File: config.mk
export PLATFORM = sky130hd
export DESIGN_NAME = prf_wr_bank_arbiter
export DESIGN_NICKNAME = d
export VERILOG_FILES = /design/src/rtl/prf_wr_bank_arbiter.sv
export SDC_FILE = /design/constraint.sdc
export NUM_CORES = 2
export LEC_CHECK = 0
export CORE_MARGIN = 4
export CORE_UTILIZATION = 40
export CTS_CLUSTER_DIAMETER = 60
export CTS_CLUSTER_SIZE = 24
export DETAILED_ROUTE_END_ITERATION = 10
export PLACE_DENSITY = 0.63
export RECOVER_POWER = 50
export SKIP_CTS_REPAIR_TIMING = 1
export SYNTH_ARGS = -nofsm -noshare
export SYNTH_HDL_FRONTEND = slang
export SYNTH_SLANG_ARGS = --single-unit
File: constraint.sdc
create_clock -name CLK -period 71.3 [get_ports CLK]
set_input_delay 14.26 -clock CLK [delete_from_list [all_inputs] [get_ports CLK]]
set_output_delay 14.26 -clock CLK [all_outputs]
set_load 0.01 [all_outputs]
File: src/rtl/prf_wr_bank_arbiter.sv
// Write-side scheduler for the banked physical register file.
// Buffers writes from each requester in a small FIFO, then arbitrates the FIFO
// heads round-robin per bank, issuing at most one registered write per bank per cycle.
module prf_wr_bank_arbiter #(
  parameter int unsigned PRF_WR_COUNT             = 8,
  parameter int unsigned PRF_BANK_COUNT           = 4,
  parameter int unsigned PR_COUNT                 = 128,
  parameter int unsigned XLEN                     = 64,
  parameter int unsigned PRF_WR_INPUT_BUFFER_SIZE = 2,
  localparam int unsigned PR_W   = $clog2(PR_COUNT),
  localparam int unsigned BANK_W = $clog2(PRF_BANK_COUNT),
  localparam int unsigned UPR_W  = PR_W - BANK_W,
  localparam int unsigned SRC_W  = $clog2(PRF_WR_COUNT)
) (
  input  logic                                       CLK,
  input  logic                                       RST,
  input  logic [PRF_WR_COUNT-1:0]                    valid_by_wr,
  input  logic [PRF_WR_COUNT-1:0][PR_W-1:0]          PR_by_wr,
  input  logic [PRF_WR_COUNT-1:0][XLEN-1:0]          data_by_wr,
  output logic [PRF_WR_COUNT-1:0]                    ready_by_wr,
  output logic [PRF_BANK_COUNT-1:0]                  WB_valid_by_bank,
  output logic [PRF_BANK_COUNT-1:0][UPR_W-1:0]       WB_upper_PR_by_bank,
  output logic [PRF_BANK_COUNT-1:0][XLEN-1:0]        WB_data_by_bank,
  output logic [PRF_BANK_COUNT-1:0][SRC_W-1:0]       WB_src_by_bank
);

  localparam int unsigned BUF   = PRF_WR_INPUT_BUFFER_SIZE;
  localparam int unsigned CNT_W = $clog2(BUF + 1);
  localparam int unsigned IDX_W = (BUF > 1) ? $clog2(BUF) : 1;

  // Per-requester FIFO storage; slot 0 is always the head.
  logic [PRF_WR_COUNT-1:0][BUF-1:0][PR_W-1:0] r_pr;
  logic [PRF_WR_COUNT-1:0][BUF-1:0][XLEN-1:0] r_data;
  logic [PRF_WR_COUNT-1:0][CNT_W-1:0]         r_count;
  logic [PRF_BANK_COUNT-1:0][SRC_W-1:0]       r_ptr;

  logic [PRF_WR_COUNT-1:0]                    w_push;
  logic [PRF_WR_COUNT-1:0]                    w_pop;
  logic [PRF_WR_COUNT-1:0][IDX_W-1:0]         w_wr_idx;
  logic [PRF_BANK_COUNT-1:0][PRF_WR_COUNT-1:0] w_req;
  logic [PRF_BANK_COUNT-1:0]                  w_gnt_valid;
  logic [PRF_BANK_COUNT-1:0][SRC_W-1:0]       w_gnt_idx;

  // Ready depends only on occupancy, never on a same-cycle pop.
  always_comb begin
    for (int i = 0; i < PRF_WR_COUNT; i++) begin
      ready_by_wr[i] = (r_count[i] != CNT_W'(BUF));
      w_push[i]      = valid_by_wr[i] & ready_by_wr[i];
    end
  end

  // Each non-empty head requests exactly the bank named by its PR low bits.
  always_comb begin
    for (int b = 0; b < PRF_BANK_COUNT; b++) begin
      for (int i = 0; i < PRF_WR_COUNT; i++) begin
        w_req[b][i] = (r_count[i] != '0) && (r_pr[i][0][BANK_W-1:0] == BANK_W'(b));
      end
    end
  end

  // Per-bank round-robin: first requester at or after the pointer wins.
  always_comb begin
    logic [SRC_W-1:0] cand;
    cand        = '0;
    w_gnt_valid = '0;
    w_gnt_idx   = '0;
    for (int b = 0; b < PRF_BANK_COUNT; b++) begin
      for (int k = 0; k < PRF_WR_COUNT; k++) begin
        cand = r_ptr[b] + SRC_W'(k);
        if (!w_gnt_valid[b] && w_req[b][cand]) begin
          w_gnt_valid[b] = 1'b1;
          w_gnt_idx[b]   = cand;
        end
      end
    end
  end

  // A head can win at most one bank, so pops are a simple OR of grants.
  always_comb begin
    w_pop = '0;
    for (int b = 0; b < PRF_BANK_COUNT; b++) begin
      if (w_gnt_valid[b]) w_pop[w_gnt_idx[b]] = 1'b1;
    end
    for (int i = 0; i < PRF_WR_COUNT; i++) begin
      // New entry lands just past the surviving entries after this cycle's pop.
      w_wr_idx[i] = IDX_W'(r_count[i] - CNT_W'(w_pop[i]));
    end
  end

  // FIFO state: shift down on pop, then write the new entry behind survivors.
  always_ff @(posedge CLK or posedge RST) begin
    if (RST) begin
      r_pr    <= '0;
      r_data  <= '0;
      r_count <= '0;
    end else begin
      for (int i = 0; i < PRF_WR_COUNT; i++) begin
        if (w_pop[i]) begin
          for (int k = 0; k < BUF - 1; k++) begin
            r_pr[i][k]   <= r_pr[i][k+1];
            r_data[i][k] <= r_data[i][k+1];
          end
        end
        if (w_push[i]) begin
          r_pr[i][w_wr_idx[i]]   <= PR_by_wr[i];
          r_data[i][w_wr_idx[i]] <= data_by_wr[i];
        end
        r_count[i] <= r_count[i] + CNT_W'(w_push[i]) - CNT_W'(w_pop[i]);
      end
    end
  end

  // Bank pointers advance past the winner; payload registers hold when idle.
  always_ff @(posedge CLK or posedge RST) begin
    if (RST) begin
      r_ptr               <= '0;
      WB_valid_by_bank    <= '0;
      WB_upper_PR_by_bank <= '0;
      WB_data_by_bank     <= '0;
      WB_src_by_bank      <= '0;
    end else begin
      WB_valid_by_bank <= w_gnt_valid;
      for (int b = 0; b < PRF_BANK_COUNT; b++) begin
        if (w_gnt_valid[b]) begin
          r_ptr[b]               <= w_gnt_idx[b] + SRC_W'(1);
          WB_upper_PR_by_bank[b] <= r_pr[w_gnt_idx[b]][0][PR_W-1:BANK_W];
          WB_data_by_bank[b]     <= r_data[w_gnt_idx[b]][0];
          WB_src_by_bank[b]      <= w_gnt_idx[b];
        end
      end
    end
  end

endmodule

==> impl_metrics.csv <==
group,metric,value,unit
logic_synthesis,post_synth_num_cell_types,96,
critical_path,crit_path_max_fanout,180,
floorplan,core,203000,um^2
logic_synthesis,yosysWarnings,0,
status,failing_checks,"capacitance limit, slew limit",
finish,finish.cell_count_without_fillers,11300,
finish,sequential_standard_cell_area,36400,um^2
sta,grt_setup_unrepaired,"no",
critical_path,crit_start,"RST",
global_routing,grt.busiest_layer,"met2",
logic_synthesis,synth_seq_cells,1456,
sta,postLayoutSetupSlackWorst,43.34,ns
route,drt_first_pass_iters,9,
status,result_of_the_run,"finished, violations left",
clocking,master_cell_of_the_clock_root_buffer,"sky130_fd_sc_hd__clkbuf_16",
route,route.antenna.remaining_nets,0,
logic_synthesis,synthesis.area_per_instance,10.2,um^2
critical_path,cpPeakStageDelay,6.19,ns
clocking,cts_tree,"done",
logic_synthesis,synth_ff_type,"sky130_fd_sc_hd__dfrtp_1",
global_routing,groute.usage.overall,0.376,
global_routing,grt_max_degree,181,
floorplan,num_io_pins,878,
finish,layout_commonest_cell,"sky130_fd_sc_hd__dfrtp_1",
route,wl_cell,36.5,um
floorplan,floorplan.die.width,460,um
floorplan,rows,165,
finish,fillers,18500,
hold_path,min-delay-path-class,"reg2reg",
sta,final.period_utilization,0.392,
logic_synthesis,post_synth_inst_count,8001,
finish,drive_gt1_frac,0.164,
critical_path,critical_path.reg2reg.startpoint,"r_count[14]",
clocking,clock_sink_count,1456,
route,totalWireLength,413000,um
sta,min_period,27.96,ns
place,dp_cells,11000,
clocking,number_of_buffers_created_by_cts,135,
critical_path,crit_slowest_cell,"sky130_fd_sc_hd__clkbuf_1",
finish,design_area,97500,um^2
place,dpl_worst_slack,51.59,ns
global_routing,met1_layer_usage_reported_by_global_route,0.480,
logic_synthesis,share_of_flip_flops_with_an_asynchronous_set_or_reset_after_synthesis,1.00,
route,mean_number_of_vias_per_cell,6.86,
floorplan,die_area,211000,um^2
critical_path,crit_chain,"dlygate4sd3_1 > clkinvlp_2 > clkbuf_1 > clkbuf_1 > buf_4 > buf_4 > buf_12",
critical_path,worstPathArrival,28.76,ns
global_routing,grt_use_met3,0.101,
sta,timing_hold_violations_final,0,
global_routing,grt_pass1_wl,571000,um
place,gp_weighted_congestion,0.957,
critical_path,endpoint_class_of_the_critical_path,"async pin",
sta,worst-slew-pin-transition,9.72,ns
clocking,clkTransAtPathRegs,0.08,ns
sta,clock.fmax,0.0358,GHz
route,first_iter_violations,12000,
sta,final-setup-viol-count,0,
logic_synthesis,postSynthNetCount,8606,
critical_path,critical_path_required,72.10,ns
flow_run,cap_viol_max_count,58,
finish,num-nets-final,9088,
global_routing,met2_usage,0.553,
floorplan,die-height,460,um
finish,mostFrequentLayoutCells,"sky130_fd_sc_hd__dfrtp_1, sky130_fd_sc_hd__mux2_2, sky130_fd_sc_hd__clkdlybuf4s50_1, sky130_fd_sc_hd__nor2_1, sky130_fd_sc_hd__mux2i_1",
finish,multi_input_comb_area,41700,um^2
finish,syn_to_final_growth,19.5,%
critical_path,criticalPathCategory,"in2async",
global_routing,first_global_vias,74100,
sta,drv_slew,2461,
clocking,clk-insertion-delay-late,0.88,ns
place,postPlaceCellArea,92800,um^2
logic_synthesis,syn-cell-area,81600,um^2
critical_path,worstSetupStartpointType,"primary input",
route,drc,0,
logic_synthesis,count_of_flip_flops_with_a_built_in_enable_after_synthesis,0,
floorplan,initial_utilization,0.403,
route,via_count_of_the_routed_design,77600,
place,port_buffers,877,
critical_path,worst_path_dominant_cell_family,"buffers and inverters",
place,detailedPlacementHpwl,279000,um
critical_path,worst-path-buf-inv,7,
sta,finClkSkew,0.0626,ns
clocking,clk_path_buf_depth,3,
hold_path,hold_path_origin,"r_data[634]",
logic_synthesis,ys_seq_area_frac,0.447,
global_routing,globalRoute.totalOverflow,0,
sta,tns,0,ns
global_routing,grt_antenna_before_repair,80,
sta,max-slew-margin-rel,-5.48,
clocking,cts.htree.levels,4,
==> logic make-up (layout without fill, tap and decap cells) <==
| family | count (synthesis) | after routing | synth area share |
|---|---|---|---|
| AOI/OAI and AO/OA | 2514 | 2514 | 0.216 |
| xor gates and xnor gates | 37 | 37 | 0.00397 |
| adders and majority gates | 27 | 27 | 0.00414 |
| buffers and inverters | 952 | 1547 | 0.0469 |
| DFF | 1456 | 1456 | 0.447 |
| muxes | 1414 | 1414 | 0.189 |
| other | 0 | 51 | 0 |
| and+or+nand+nor | 1601 | 1601 | 0.0929 |
==> path summary, 6_finish.rpt <==
path / to / slack [ns] / cells past startpoint
min reg2reg: r_data[634] / 0.49 / 1
max: r_data[913] / 43.34 / 7
min in group asynchronous: r_data[308] / 15.24 / 2
max reg2reg: r_data[545] / 47.70 / 18
max in group CLK: r_data[545] / 47.70 / 18
min: r_data[634] / 0.49 / 1
==> cell type report <==
type                    count  area share
well taps                2672      0.0343
flip-flops and latches   1456       0.374
multi-input cells        5593       0.428
clock inverters           110      0.0150
inverters                 248     0.00978
diodes                     51     0.00131
repair buffers           1049       0.102
clock buffers             140      0.0352
==> through the flow <==
step                hold WS, ns  utilization
floorplan                 0.452            -
global placement          0.462        0.458
global route              0.499        0.481
detailed placement        0.472        0.458
CTS                       0.492        0.483
finish                    0.492        0.481
==> cells in the mapped netlist, types with 131 or more instances <==
master	n	share of area
sky130_fd_sc_hd__mux2_2	791	0.11
sky130_fd_sc_hd__a21oi_1	350	0.021
sky130_fd_sc_hd__nand2_1	418	0.019
sky130_fd_sc_hd__dfrtp_1	1456	0.45
sky130_fd_sc_hd__mux2i_1	482	0.059
sky130_fd_sc_hd__nor2_1	507	0.023
sky130_fd_sc_hd__o21ai_0	447	0.027
sky130_fd_sc_hd__a31oi_1	158	0.012
sky130_fd_sc_hd__inv_1	237	0.011
sky130_fd_sc_hd__mux2_1	131	0.018
sky130_fd_sc_hd__a221oi_1	246	0.026
sky130_fd_sc_hd__a22oi_1	269	0.025
sky130_fd_sc_hd__nor2b_1	131	0.010
sky130_fd_sc_hd__clkbuf_1	486	0.022
sky130_fd_sc_hd__o22ai_1	366	0.028
==> flip-flops by register name, indices dropped and copies added (netlist names) <==
register / cells
r_count: 16
WB_data_by_bank: 256
r_pr: 112
r_data: 1024
r_ptr: 12
WB_upper_PR_by_bank: 20
WB_valid_by_bank: 4
WB_src_by_bank: 12
==> layer usage <==
metal,wire [um],part of all wire
met3,45700,0.11
met4,35300,0.086
met2,176000,0.43
met5,119,0.00029
met1,156000,0.38
==> worst register-to-register path, delay by kind of cell, from the launching register on <==
kind                   cells  cell delay (ns)
DFF                        1             0.41
muxes                      2             1.17
AOI/OAI and AO/OA          4             3.99
and+or+nand+nor            6             3.77
buffers and inverters      6            14.13
Power is left out: the tool's default activity adds up to more than one toggle a clock period on the data nets, which glitch-free logic cannot reach.
